**src/rtl/usb_sie_tx.sv**
```systemverilog
// usb_sie_tx: full-speed USB SIE transmit path.
// Takes packet bytes from the protocol engine over a tx_data/tx_valid/tx_ready
// handshake and serializes them LSB-first onto D+/D-, adding SYNC, NRZI
// encoding, bit stuffing and EOP.
// Optional feature: define USB_SIE_TX_ABORT_EN to add the tx_abort input,
// which ends a packet with a deliberate bit-stuff error followed by EOP.
module usb_sie_tx #(
  parameter int unsigned CLK_PER_BIT = 4
) (
  input  logic       clk,
  input  logic       rst,
  input  logic [7:0] tx_data,
  input  logic       tx_valid,
`ifdef USB_SIE_TX_ABORT_EN
  input  logic       tx_abort,
`endif
  output logic       tx_ready,
  output logic       tx_active,
  output logic       dp_tx,
  output logic       dn_tx,
  output logic       tx_oe
);

  localparam int unsigned TW          = (CLK_PER_BIT > 1) ? $clog2(CLK_PER_BIT) : 1;
  localparam logic [TW-1:0] T_LAST    = TW'(CLK_PER_BIT - 1);
  localparam logic [TW-1:0] T_PRE     = TW'(CLK_PER_BIT - 2);
  localparam logic [2:0]    ONES_STUFF = 3'd6;
  localparam logic [2:0]    ABORT_LAST = 3'd6;
  localparam logic [2:0]    SE0_LAST   = 3'd1;

  typedef enum logic [2:0] {
    ST_IDLE,
    ST_SYNC,
    ST_DATA,
    ST_EOP_SE0,
`ifdef USB_SIE_TX_ABORT_EN
    ST_ABORT,
`endif
    ST_EOP_J
  } state_t;

  state_t        r_state;
  logic [TW-1:0] r_timer;
  logic [2:0]    r_bitcnt;   // bit index within the current byte, or EOP/abort bit count
  logic [2:0]    r_ones;     // consecutive ones launched on the line
  logic [7:0]    r_shift;    // remaining data bits, next bit in [0]
  logic          r_line;     // current NRZI level, 1 = J, 0 = K
  logic          r_oe;
  logic          r_dp;
  logic          r_dn;
  logic          r_ready;
  logic          r_active;
`ifdef USB_SIE_TX_ABORT_EN
  logic          r_abort_pend;
`endif

  logic w_strobe;
  logic w_in_ser;
  logic w_stuff_due;
  logic w_byte_end;
  logic w_boundary;
  logic w_next_bit;
  logic w_next_level;
  logic w_load_level;
  logic w_abort;

  // Bit timing and serializer decode of the registered state
  assign w_strobe     = (r_state != ST_IDLE) && (r_timer == T_LAST);
  assign w_in_ser     = (r_state == ST_SYNC) || (r_state == ST_DATA);
  assign w_stuff_due  = (r_ones == ONES_STUFF);
  assign w_byte_end   = (r_bitcnt == 3'd7);
  assign w_boundary   = w_byte_end && !w_stuff_due;
  // SYNC is 0x80 LSB-first: only its eighth bit is a one
  assign w_next_bit   = (r_state == ST_SYNC) ? (r_bitcnt == 3'd6) : r_shift[0];
  assign w_next_level = w_next_bit ? r_line : ~r_line;
  assign w_load_level = tx_data[0] ? r_line : ~r_line;
`ifdef USB_SIE_TX_ABORT_EN
  assign w_abort      = r_abort_pend | tx_abort;
`else
  assign w_abort      = 1'b0;
`endif

  // Transmit FSM: bit timer, SYNC/data/stuff launch, EOP and registered line outputs
  always_ff @(posedge clk or negedge rst) begin
    if (!rst) begin
      r_state      <= ST_IDLE;
      r_timer      <= '0;
      r_bitcnt     <= '0;
      r_ones       <= '0;
      r_shift      <= '0;
      r_line       <= 1'b1;
      r_oe         <= 1'b0;
      r_dp         <= 1'b1;
      r_dn         <= 1'b0;
      r_ready      <= 1'b0;
      r_active     <= 1'b0;
`ifdef USB_SIE_TX_ABORT_EN
      r_abort_pend <= 1'b0;
`endif
    end else begin
      // Ready is raised one clk ahead so it is high during the boundary strobe clk
      r_ready <= 1'b0;
      if (w_in_ser && (r_timer == T_PRE) && w_boundary && !w_abort) begin
        r_ready <= 1'b1;
      end

      if (r_state != ST_IDLE) begin
        r_timer <= w_strobe ? '0 : r_timer + TW'(1);
      end

`ifdef USB_SIE_TX_ABORT_EN
      if (w_in_ser && tx_abort) begin
        r_abort_pend <= 1'b1;
      end
`endif

      case (r_state)
        ST_IDLE: begin
          r_timer <= '0;
          if (tx_valid) begin
            // First SYNC bit is a zero: toggle from idle J to K
            r_state  <= ST_SYNC;
            r_oe     <= 1'b1;
            r_active <= 1'b1;
            r_bitcnt <= '0;
            r_ones   <= '0;
            r_line   <= 1'b0;
            r_dp     <= 1'b0;
            r_dn     <= 1'b1;
          end
        end

        ST_SYNC, ST_DATA: begin
          if (w_strobe) begin
`ifdef USB_SIE_TX_ABORT_EN
            if (w_abort) begin
              // Current bit has completed; hold the level from here on
              r_state      <= ST_ABORT;
              r_bitcnt     <= '0;
              r_abort_pend <= 1'b0;
            end else
`endif
            if (w_stuff_due) begin
              // Inserted zero: toggle, counter clears, bit index unchanged
              r_line <= ~r_line;
              r_dp   <= ~r_line;
              r_dn   <= r_line;
              r_ones <= '0;
            end else if (w_byte_end) begin
              if (tx_valid) begin
                r_state  <= ST_DATA;
                r_bitcnt <= '0;
                r_shift  <= {1'b0, tx_data[7:1]};
                r_line   <= w_load_level;
                r_dp     <= w_load_level;
                r_dn     <= ~w_load_level;
                r_ones   <= tx_data[0] ? r_ones + 3'd1 : '0;
              end else begin
                r_state  <= ST_EOP_SE0;
                r_bitcnt <= '0;
                r_dp     <= 1'b0;
                r_dn     <= 1'b0;
              end
            end else begin
              r_bitcnt <= r_bitcnt + 3'd1;
              r_line   <= w_next_level;
              r_dp     <= w_next_level;
              r_dn     <= ~w_next_level;
              r_ones   <= w_next_bit ? r_ones + 3'd1 : '0;
              if (r_state == ST_DATA) begin
                r_shift <= {1'b0, r_shift[7:1]};
              end
            end
          end
        end

`ifdef USB_SIE_TX_ABORT_EN
        ST_ABORT: begin
          // Seven bit times at a constant level, then the normal EOP
          if (w_strobe) begin
            if (r_bitcnt == ABORT_LAST) begin
              r_state  <= ST_EOP_SE0;
              r_bitcnt <= '0;
              r_dp     <= 1'b0;
              r_dn     <= 1'b0;
            end else begin
              r_bitcnt <= r_bitcnt + 3'd1;
            end
          end
        end
`endif

        ST_EOP_SE0: begin
          if (w_strobe) begin
            if (r_bitcnt == SE0_LAST) begin
              r_state  <= ST_EOP_J;
              r_bitcnt <= '0;
              r_dp     <= 1'b1;
              r_dn     <= 1'b0;
            end else begin
              r_bitcnt <= r_bitcnt + 3'd1;
            end
          end
        end

        ST_EOP_J: begin
          if (w_strobe) begin
            r_state  <= ST_IDLE;
            r_oe     <= 1'b0;
            r_active <= 1'b0;
            r_dp     <= 1'b1;
            r_dn     <= 1'b0;
            r_line   <= 1'b1;
            r_bitcnt <= '0;
            r_ones   <= '0;
          end
        end

        default: begin
          r_state <= ST_IDLE;
        end
      endcase
    end
  end

  assign tx_ready  = r_ready;
  assign tx_active = r_active;
  assign dp_tx     = r_dp;
  assign dn_tx     = r_dn;
  assign tx_oe     = r_oe;

endmodule

```
**config.mk**
```make
export PLATFORM = sky130hd
export DESIGN_NAME = usb_sie_tx
export DESIGN_NICKNAME = d
export VERILOG_FILES = /design/src/rtl/usb_sie_tx.sv
export SDC_FILE = /design/constraint.sdc
export NUM_CORES = 1
export LEC_CHECK = 0
export ABC_AREA = 0
export CAP_MARGIN = 40
export CORE_MARGIN = 2
export CORE_UTILIZATION = 35
export DETAILED_ROUTE_END_ITERATION = 10
export PLACE_DENSITY = 0.53
export SLEW_MARGIN = 15
export SYNTH_ARGS = -nofsm -noshare
export SYNTH_HDL_FRONTEND = slang
export SYNTH_SLANG_ARGS = --single-unit
```
**constraint.sdc**
```tcl
create_clock -name clk -period 4.1 [get_ports clk]
set_clock_uncertainty 0.2 [all_clocks]
set_input_delay 0.41 -clock clk [delete_from_list [all_inputs] [get_ports clk]]
set_output_delay 0.41 -clock clk [all_outputs]
set_load 0.02 [all_outputs]
```
==> summary.md, run 1 <==
| Metric | Value |
|---|---|
| Leak pwr | `just under 0.7 nW` |
| Fin nets | `roughly 190` |
| DRC | `0` |
| Final Max Tran Viols | `0` |
| IO buf count | `15` |
| Hold Crit Class | `register to register` |
| P&R area growth vs syn | `16.0%` |
| Final period utilization | `62.5%` |
| Layout cell share with drive strength beyond 1 | `5.99%` |
| Worst setup SP type | `register` |
| WP data required | `4070 ps` |
| Crit end category | `register` |
| First-pass GRT wire length | `5240 µm` |
| Number of global-route vias before repair | `1094` |
| Fin crit period | `roughly 2600 ps` |
| Routed Antenna Nets | `0` |
| Most frequent cells in the layout | `dfrtp_1 (21), nand2_1 (17), clkdlybuf4s50_1 (15), o21ai_0 (14), mux2i_1 (11)` |
| Max clock buf depth | `2` |
| Filler Cell Count | `398` |
| Pre-antenna DRT Iters | `4` |
| Clk sink count | `23` |
| Num rows | `23` |
| Outcome | `completed` |
| Arr. time, crit path | `2530 ps` |
| Initial antenna violation count | `0` |
| Final WS setup | `between 1500 and 2000 ps` |
| Post-Synthesis Cell Area | `1430 µm²` |
| DR WL/cell | `around 14 µm` |
| Setup bufs post-CTS | `0` |
| Total CTS buffers | `3` |
| CTS resizes | `0` |
| Vias per Instance | `5.37` |
| Synth cell types | `46` |
| Mean post-synth cell area | `9.19 µm²` |
| Async SR Flop Fraction | `100%` |
| Post-synthesis cell count | `156` |
| RSZ-0062 raised after global routing | `false` |
| Clock root buffer | `clkbuf_8` |
| PD cells | `634 nW/µm²` |
| Place WS | `1530 ps` |
| Max-cap viol count | `0` |
| Final Util | `41.9%` |
| WS Path Type | `register to register` |
| GRT Residual Overflow | `0` |
| Crit path max fanout | `15` |
| # placed instances | `213` |
| Htree depth | `1` |
| Sequential area share after synthesis | `roughly two fifths` |
| Hold Fails Final Rpt | `0` |
| Clock latency on the worst-skew pair | `270 ps` |
| Pin slew with the least headroom to its limit | `640 ps` |
| Core Area | `3970 µm²` |
| Detailed Route WL | `2990 µm` |
| Hold buffers post-CTS | `0` |
| Global-route usage over all layers | `15.3%` |
| R2r setup slk | `1540 ps` |
| Most common cell after layout, fill and taps aside | `dfrtp_1` |
| Initial drt markers | `94` |
| Final total power | `0.00105 W` |
| Non-filler instance count after layout | `217` |
| Setup TNS | `0 ps` |
| Clock transition at path regs | `80 ps` |
| Synth warn | `0` |
| Gp weighted congestion | `about 0.84` |
| Ant diodes | `0` |
| Routed via count | `1166` |
| # IOs | `16` |
| Fmax | `between 300 and 400 MHz` |
| Die W | `68.0 µm` |
| Slew Limit Headroom | `57.4%` |
| Largest net degree at the start of global routing | `17` |
| Die area | `4620 µm²` |
| Die H | `68.0 µm` |
| VDD IR max | `208 µV` |
| Top FF cell, synth | `dfrtp_1` |
| Syn Nets | `175` |
| Setup Viol. Count Final | `0` |
| Final HPWL DP | `2210 µm` |
| Initial Util | `36.1%` |
| Number of flops mapped to enable cells by yosys | `0` |
| CTS tree | `built` |
| Synthesized flop and latch total | `23` |
==> where the power goes <==
part           internal [W]  switching (W)
logic              0.000242       0.000279
clock network     0.0000696      0.0000750
registers          0.000302      0.0000871
==> metal layers <==
layer | vias up | wire (µm) | track usage (%)
met5 | - | 0 | 0
li1 | 579 | - | -
met1 | 559 | 1440 | 20.4
met4 | 0 | 69 | 6.75
met3 | 7 | 97 | 2.96
met2 | 21 | 1390 | 23.9
==> path summary, 6_finish.rpt <==
path,start,depth (start not counted),end
min in group asynchronous,rst,1,tx_active
max in group asynchronous,rst,2,r_timer[0]
worst min register to register,r_timer[0],1,r_timer[0]
worst max register to register,r_bitcnt[0],6,r_shift[6]
worst max-delay path,r_bitcnt[0],6,r_shift[6]
worst min-delay path,r_timer[0],1,r_timer[0]
==> cell families (layout without fill, tap and decap cells) <==
kind of cell    count (synthesis)  count (layout)  share of synthesized area, %
compound gates                 39              39                          17.4
mux                            13              13                          9.25
buf+inv                        18              29                          5.41
fa+ha+maj                       8               8                          6.98
xor+xnor                        3               3                          1.83
simple gates                   52              52                          18.8
flops                          23              23                          40.3
==> area by class of cell <==
cell class | count | area [µm²] | area share [%]
multi-input cells | 115 | 778 | 46.8
flip-flops and latches | 23 | 578 | 34.8
repair buffers | 16 | 165 | 9.93
well taps | 50 | 62.6 | 3.76
clock buffers | 4 | 45.0 | 2.71
inverters | 9 | 33.8 | 2.03
==> cells in the mapped netlist, types with 2 or more instances <==
cell	count	area share, %
dfrtp_1	21	37
nand2_1	17	4.5
o21ai_0	14	4.9
mux2i_1	11	7.7
inv_1	9	2.4
a21oi_1	8	2.8
ha_1	8	7.0
nor2_1	7	1.8
buf_2	5	1.7
nand3_1	5	1.7
nor2b_1	4	1.7
nor3_1	4	1.4
clkbuf_1	3	0.79
o22ai_1	3	1.3
a32o_1	2	1.4
and3_1	2	0.87
dfstp_2	2	3.7
nand2b_1	2	0.87
xnor2_1	2	1.2
==> metrics by stage <==
step	cell area [µm²]	hold slack, ps
after floorplan	1430	-85.6
after global placement	1600	249
after CTS	1660	278
after global routing	1660	293
final	1660	271
after detailed placement	1620	267
==> registers in the layout, indices dropped and copies added, names as in the netlist <==
register and flops:
r_timer 2, r_shift 7, tx_ready 1, tx_active 1, dn_tx 1, r_ones 3, r_line 1, r_bitcnt 3
dp_tx 1, r_state 3
==> critical path, cell delays in order (launching register included) <==
cell	delay [ps]
dfrtp_1	410
ha_1	220
ha_1	410
nor2b_1	300
nor2b_1	180
nand4_1	390
a32o_1	350
(Power assumes the default switching activity.)
==> run 2: changes to the inputs <==
Clock period 4.1 ns to 2.7 ns, I/O delays scaled along.
==> run 2 against run 1 <==
Compared with the run above: sequential power rose by 51%; largest power group unchanged; global-route usage fell by 0.085 points; core utilization rose by 0.28 points; die area did not move.
==> summary.md, run 2 (synthesis gave the netlist of run 1 again) <==
| Metric | Value |
|---|---|
| Total CTS buffers | `3` |
| Final period utilization | `86.6%` |
| Setup bufs post-CTS | `0` |
| Largest register FFs | `7` |
| Die area | `4620 µm²` |
| WP data required | `2660 ps` |
| Clk network pwr share | `13.9%` |
| WS Path Type | `register to register` |
| Final HPWL DP | `~2300 µm` |
| Slew Limit Headroom | `between 60% and 70%` |
| Fin area | `1670 µm²` |
| Global-route usage over all layers | `between 15 and 20%` |
| Sw power | `0.000685 W` |
| Clock latency on the worst-skew pair | `around 280 ps` |
| Fin crit period | `between 2000 and 2500 ps` |
| Setup TNS | `0 ps` |
| CTS resizes | `0` |
| Pre-antenna DRT Iters | `4` |
| Max clock buf depth | `2` |
| PD cells | `969 nW/µm²` |
| Vias per Instance | `5.25` |
| Pint | `about 0.00094 W` |
| Biggest register | `r_shift` |
| First-pass GRT wire length | `roughly 5200 µm` |
| Initial Util | `a little over a third` |
| Reg power frac | `36.3%` |
| Fin nets | `189` |
| Most frequent cells in the layout | `dfrtp_1 (21), nand2_1 (17), clkdlybuf4s50_1 (15), o21ai_0 (14), mux2i_1 (11)` |
| RSZ-0062 raised after global routing | `false` |
| Sw Share | `42.2%` |
| Hold Fails Final Rpt | `0` |
| Layout cell share with drive strength beyond 1 | `7.69%` |
| Outcome | `completed` |
| Htree depth | `1` |
| Largest net degree at the start of global routing | `17` |
| Initial drt markers | `between 90 and 100` |
| Cell Area, Placed | `1630 µm²` |
| VDD IR max | `307 µV` |
| GRT Residual Overflow | `0` |
| DR WL/cell | `14.2 µm` |
| Clk sink count | `23` |
| Routed via count | `1150` |
| Gp weighted congestion | `0.824` |
| Core Area | `3970 µm²` |
| DRC | `0` |
| Initial antenna violation count | `0` |
| Final total power | `between 0.0015 and 0.002 W` |
| Hold Crit Class | `primary input to async pin` |
| Setup Viol. Count Final | `0` |
| Die H | `between 60 and 70 µm` |
| Worst setup SP type | `register` |
| Ant diodes | `0` |
| Final Max Tran Viols | `0` |
| Crit path max fanout | `11` |
| Pin slew with the least headroom to its limit | `514 ps` |
| P&R area growth vs syn | `16.8%` |
| Arr. time, crit path | `2300 ps` |
| Combinational power share | `between 40% and 50%` |
| # IOs | `16` |
| Number of global-route vias before repair | `1099` |
| Detailed Route WL | `3120 µm` |
| Leak pwr | `0.701 nW` |
| Clock transition at path regs | `90 ps` |
| Most common cell after layout, fill and taps aside | `dfrtp_1` |
| Fmax | `428 MHz` |
| Num rows | `23` |
| Crit end category | `register` |
| Max-cap viol count | `0` |
| Routed Antenna Nets | `0` |
| CTS tree | `built` |
| Hold buffers post-CTS | `0` |
| Die W | `68.0 µm` |
| Clock root buffer | `clkbuf_8` |
| IO buf count | `15` |
-- run 2: worst max-delay path: stages (launching register included) --
cell and delay [ps]:
dfrtp_1 410, ha_1 220, ha_1 230, buf_4 200, nor2_1 110, mux2i_1 80, and3_1 230, or3_1 320
a41o_1 240
-- run 2: path summary, 6_finish.rpt --
| check | start | end | slack, ps | cells past startpoint |
|---|---|---|---|---|
| worst max-delay path | r_bitcnt[0] | dn_tx | 360 | 8 |
| worst min-delay path | rst | tx_active | 120 | 1 |
| worst max register to register | r_bitcnt[0] | dn_tx | 360 | 8 |
| worst min register to register | r_shift[3] | r_shift[3] | 290 | 2 |
| max in group asynchronous | rst | r_ones[2] | 1600 | 2 |
| min in group clk | r_shift[3] | r_shift[3] | 290 | 2 |
-- run 2: area by class of cell --
cell class | instances | area (µm²)
multi-input combinational | 115 | 778
fill | 389 | 2300
tap | 50 | 62.6
clock inverter | 1 | 7.51
inverter | 9 | 33.8
clock buffer | 3 | 41.3
timing repair buffer | 18 | 173
sequential | 23 | 578
-- run 2: stage by stage --
| stage | utilization (%) | hold WS, ps | setup slack [ps] | cells |
|---|---|---|---|---|
| 4_1_cts | 42.2 | 152 | 366 | 219 |
| 2_1_floorplan | - | -226 | 668 | 156 |
| 3_5_place_dp | 40.9 | 272 | 325 | 215 |
| 5_1_grt | 42.2 | 160 | 283 | 219 |
| 6_report | 42.2 | 123 | 362 | 219 |
| 3_3_place_gp | 40.9 | 247 | 360 | 215 |
-- run 2: metal layers --
metal | GRT usage (%) | up-vias | share of wire [%]
met1 | 20.0 | 547 | 47
met4 | 6.00 | 0 | 1.6
met3 | 2.80 | 5 | 3.8
met5 | 0 | - | 0
met2 | 24.5 | 17 | 47
li1 | - | 581 | -
-- run 2: power by group through the flow --
stage / clock (W) / sequential, W / combinational (W)
after floorplan: 0 / 0.000544 / 0.000646
after global placement: 0 / 0.000586 / 0.000802
after detailed placement: 0 / 0.000594 / 0.000806
after CTS: 0.000231 / 0.000587 / 0.000810
after global routing: 0.000250 / 0.000610 / 0.000909
final: 0.000225 / 0.000589 / 0.000808
==> RTL change, RTL diff (config.mk and constraints of run 1) <==
Encoding of `state_t`: now Gray code (3 bits for 5 states).
--- a/src/rtl/usb_sie_tx.sv
+++ b/src/rtl/usb_sie_tx.sv
@@ -29,14 +29,14 @@
   localparam logic [2:0]    SE0_LAST   = 3'd1;
 
   typedef enum logic [2:0] {
-    ST_IDLE,
-    ST_SYNC,
-    ST_DATA,
-    ST_EOP_SE0,
+    ST_IDLE    = 3'b000,
+    ST_SYNC    = 3'b001,
+    ST_DATA    = 3'b011,
+    ST_EOP_SE0 = 3'b010,
 `ifdef USB_SIE_TX_ABORT_EN
     ST_ABORT,
 `endif
-    ST_EOP_J
+    ST_EOP_J   = 3'b110
   } state_t;
 
   state_t        r_state;
Function: same outputs for any inputs over 10 cycles, from zero or initial values and one cycle with rst low; not proved beyond that.
==> RTL change against run 1 <==
- sequential cell count is the same
- worst setup slack gained 0.053 ns
- final area shrank 2.6%
- total power grew 4.5%
- global-route usage grew 0.42 points
- critical path depth grew 1
- synthesized area shrank 2.8%
- routed wire length shrank 1.1%
- critical path type unchanged
- critical endpoint is now r_ones[2]$_DFFE_PN0P_
- largest power group unchanged
==> RTL change: results (changes against run 1) <==
stage,metric,value,unit,change
clock_network,htree depth,1,,unchanged
place,HPWL Detailed,2200,microns,-0.48%
global_route,initial antenna violation count,0,,unchanged
global_route,first-pass GRT wire length,5350,microns,+2.2%
pwr,peak supply drop,225,uV,+7.9%
route,TritonRoute pass-1 iters,4,,unchanged
critical_path,worst reg2reg path depth,7,,+1
route,DR vias/cell,5.43,,+0.99%
clock_network,CTS tree,built,,
pwr,Static Leakage,0.683,nW,-1.6%
synthesis,ranking of synthesized cells by area,"dfrtp_1 (38%), ha_1 (7.2%), mux2i_1 (5.0%)",,
timing,final hold violation count,0,,unchanged
cells_and_area,Final nets,176,,-5.9%
clock_network,root buf cell,clkbuf_8,,
global_route,GRT Total Usage,0.157,,+0.00420
synthesis,post-synthesis sequential area ratio,0.415,,+0.0116
cells_and_area,max reg flops,7,,unchanged
global_route,vias in the first global route,1127,,+3.0%
synthesis,most instantiated cells after synthesis,"dfrtp_1 (21), nand2_1 (12), o21ai_1 (11)",,
clock_network,clock latency on the worst-skew pair,0.27,ns,about the same
synthesis,synthesis warning total,0,,unchanged
timing,Slew @ Worst Pin,0.621,ns,-0.0189 ns
cells_and_area,share of layout cells above drive strength 1,0.115,,+0.0555
cells_and_area,"Most flops, register",r_shift,,
synthesis,ys async rst share,1.00,,unchanged
route,total wire length,2960,microns,-1.1%
critical_path,CP arrival,2.51,ns,-0.02 ns
critical_path,Crit Path Max Fanout,15,,unchanged
clock_network,Post-CTS Resized,0,,unchanged
synthesis,syn nets,162,,-7.4%
clock_network,CTS max path bufs,2,,unchanged
global_route,largest net degree at the start of global routing,16,,-1
place,Placer Congestion,0.840,,about the same
place,input/output buffers,15,,unchanged
min_path,HP Class,primary input to async pin,,
cells_and_area,Antenna Cells,0,,unchanged
route,Iter 0 DRT Violations,44,,-53%
status,status,"complete, no violations",,
clock_network,post-CTS setup buffer count,0,,unchanged
clock_network,number of buffers created by CTS,3,,unchanged
synthesis,dominant synthesized flop cell,dfrtp_1,,
clock_network,clock slew at reported path FFs,0.09,ns,
synthesis,Synth cell types,47,,+2.2%
-- RTL change: report_power, final --
part	leakage, nW	internal, mW	total [mW]	switching (mW)
registers	0.287	0.325	0.414	0.0896
clock network	0.0228	0.0696	0.147	0.0775
logic	0.373	0.255	0.541	0.286
total	0.683	0.649	1.10	0.453
-- RTL change: cell families (layout without fill, tap and decap cells) --
logic type                 Yosys count  in the layout  synth area share
buffers and inverters               15             28            0.0530
DFF                                 23             23             0.415
adders and majority gates            8              8            0.0718
AOI/OAI and AO/OA                   43             43             0.201
muxes                               10             10            0.0745
and+or+nand+nor                     44             44             0.185
-- RTL change: final cells by class --
| cell class | count | area (sq um) |
|---|---|---|
| Fill cell | 402 | 2120 |
| Multi-Input combinational cell | 105 | 742 |
| Sequential cell | 23 | 578 |
| Timing Repair Buffer | 16 | 165 |
| Tap cell | 48 | 60.1 |
| Clock buffer | 4 | 45.0 |
| Inverter | 8 | 30.0 |
-- RTL change: worst paths after layout --
kind                                          from                    end  slack, ns
max in group asynchronous                      rst     tx_ready$_DFF_PN0_       2.96
max reg2reg                r_bitcnt[0]$_DFFE_PN0P_  r_ones[2]$_DFFE_PN0P_       1.59
min reg2reg                   r_timer[0]$_DFF_PN0_   r_timer[0]$_DFF_PN0_       0.27
min                                            rst  r_ones[0]$_DFFE_PN0P_       0.27
min in group clk              r_timer[0]$_DFF_PN0_   r_timer[0]$_DFF_PN0_       0.27
max                        r_bitcnt[0]$_DFFE_PN0P_  r_ones[2]$_DFFE_PN0P_       1.59
-- RTL change: layer usage --
layer,track usage,share of wire,up-vias
met2,0.259,0.48,27
met5,0,0,-
li1,-,-,535
met1,0.208,0.45,540
met3,0.0253,0.048,5
met4,0.0536,0.014,0
-- RTL change: worst max-delay path, stage by stage, from the launching register on --
cell	delay, ns
dfrtp_1	0.43
ha_1	0.18
ha_1	0.55
nor2_1	0.11
and2_1	0.20
or4_1	0.51
o21ai_1	0.14
o2bb2ai_1	0.12
-- RTL change: per-stage QoR --
stage	cell area [sq um]	cells	setup slack, ns	hold slack, ns	util
finish	1620	204	1.59	0.270	0.433
global route	1620	204	1.37	0.297	0.433
CTS	1620	204	1.56	0.276	0.433
detailed placement	1580	200	1.60	0.265	0.421
global placement	1560	199	1.62	0.256	0.417
floorplan	1390	143	2.15	-0.0856	-
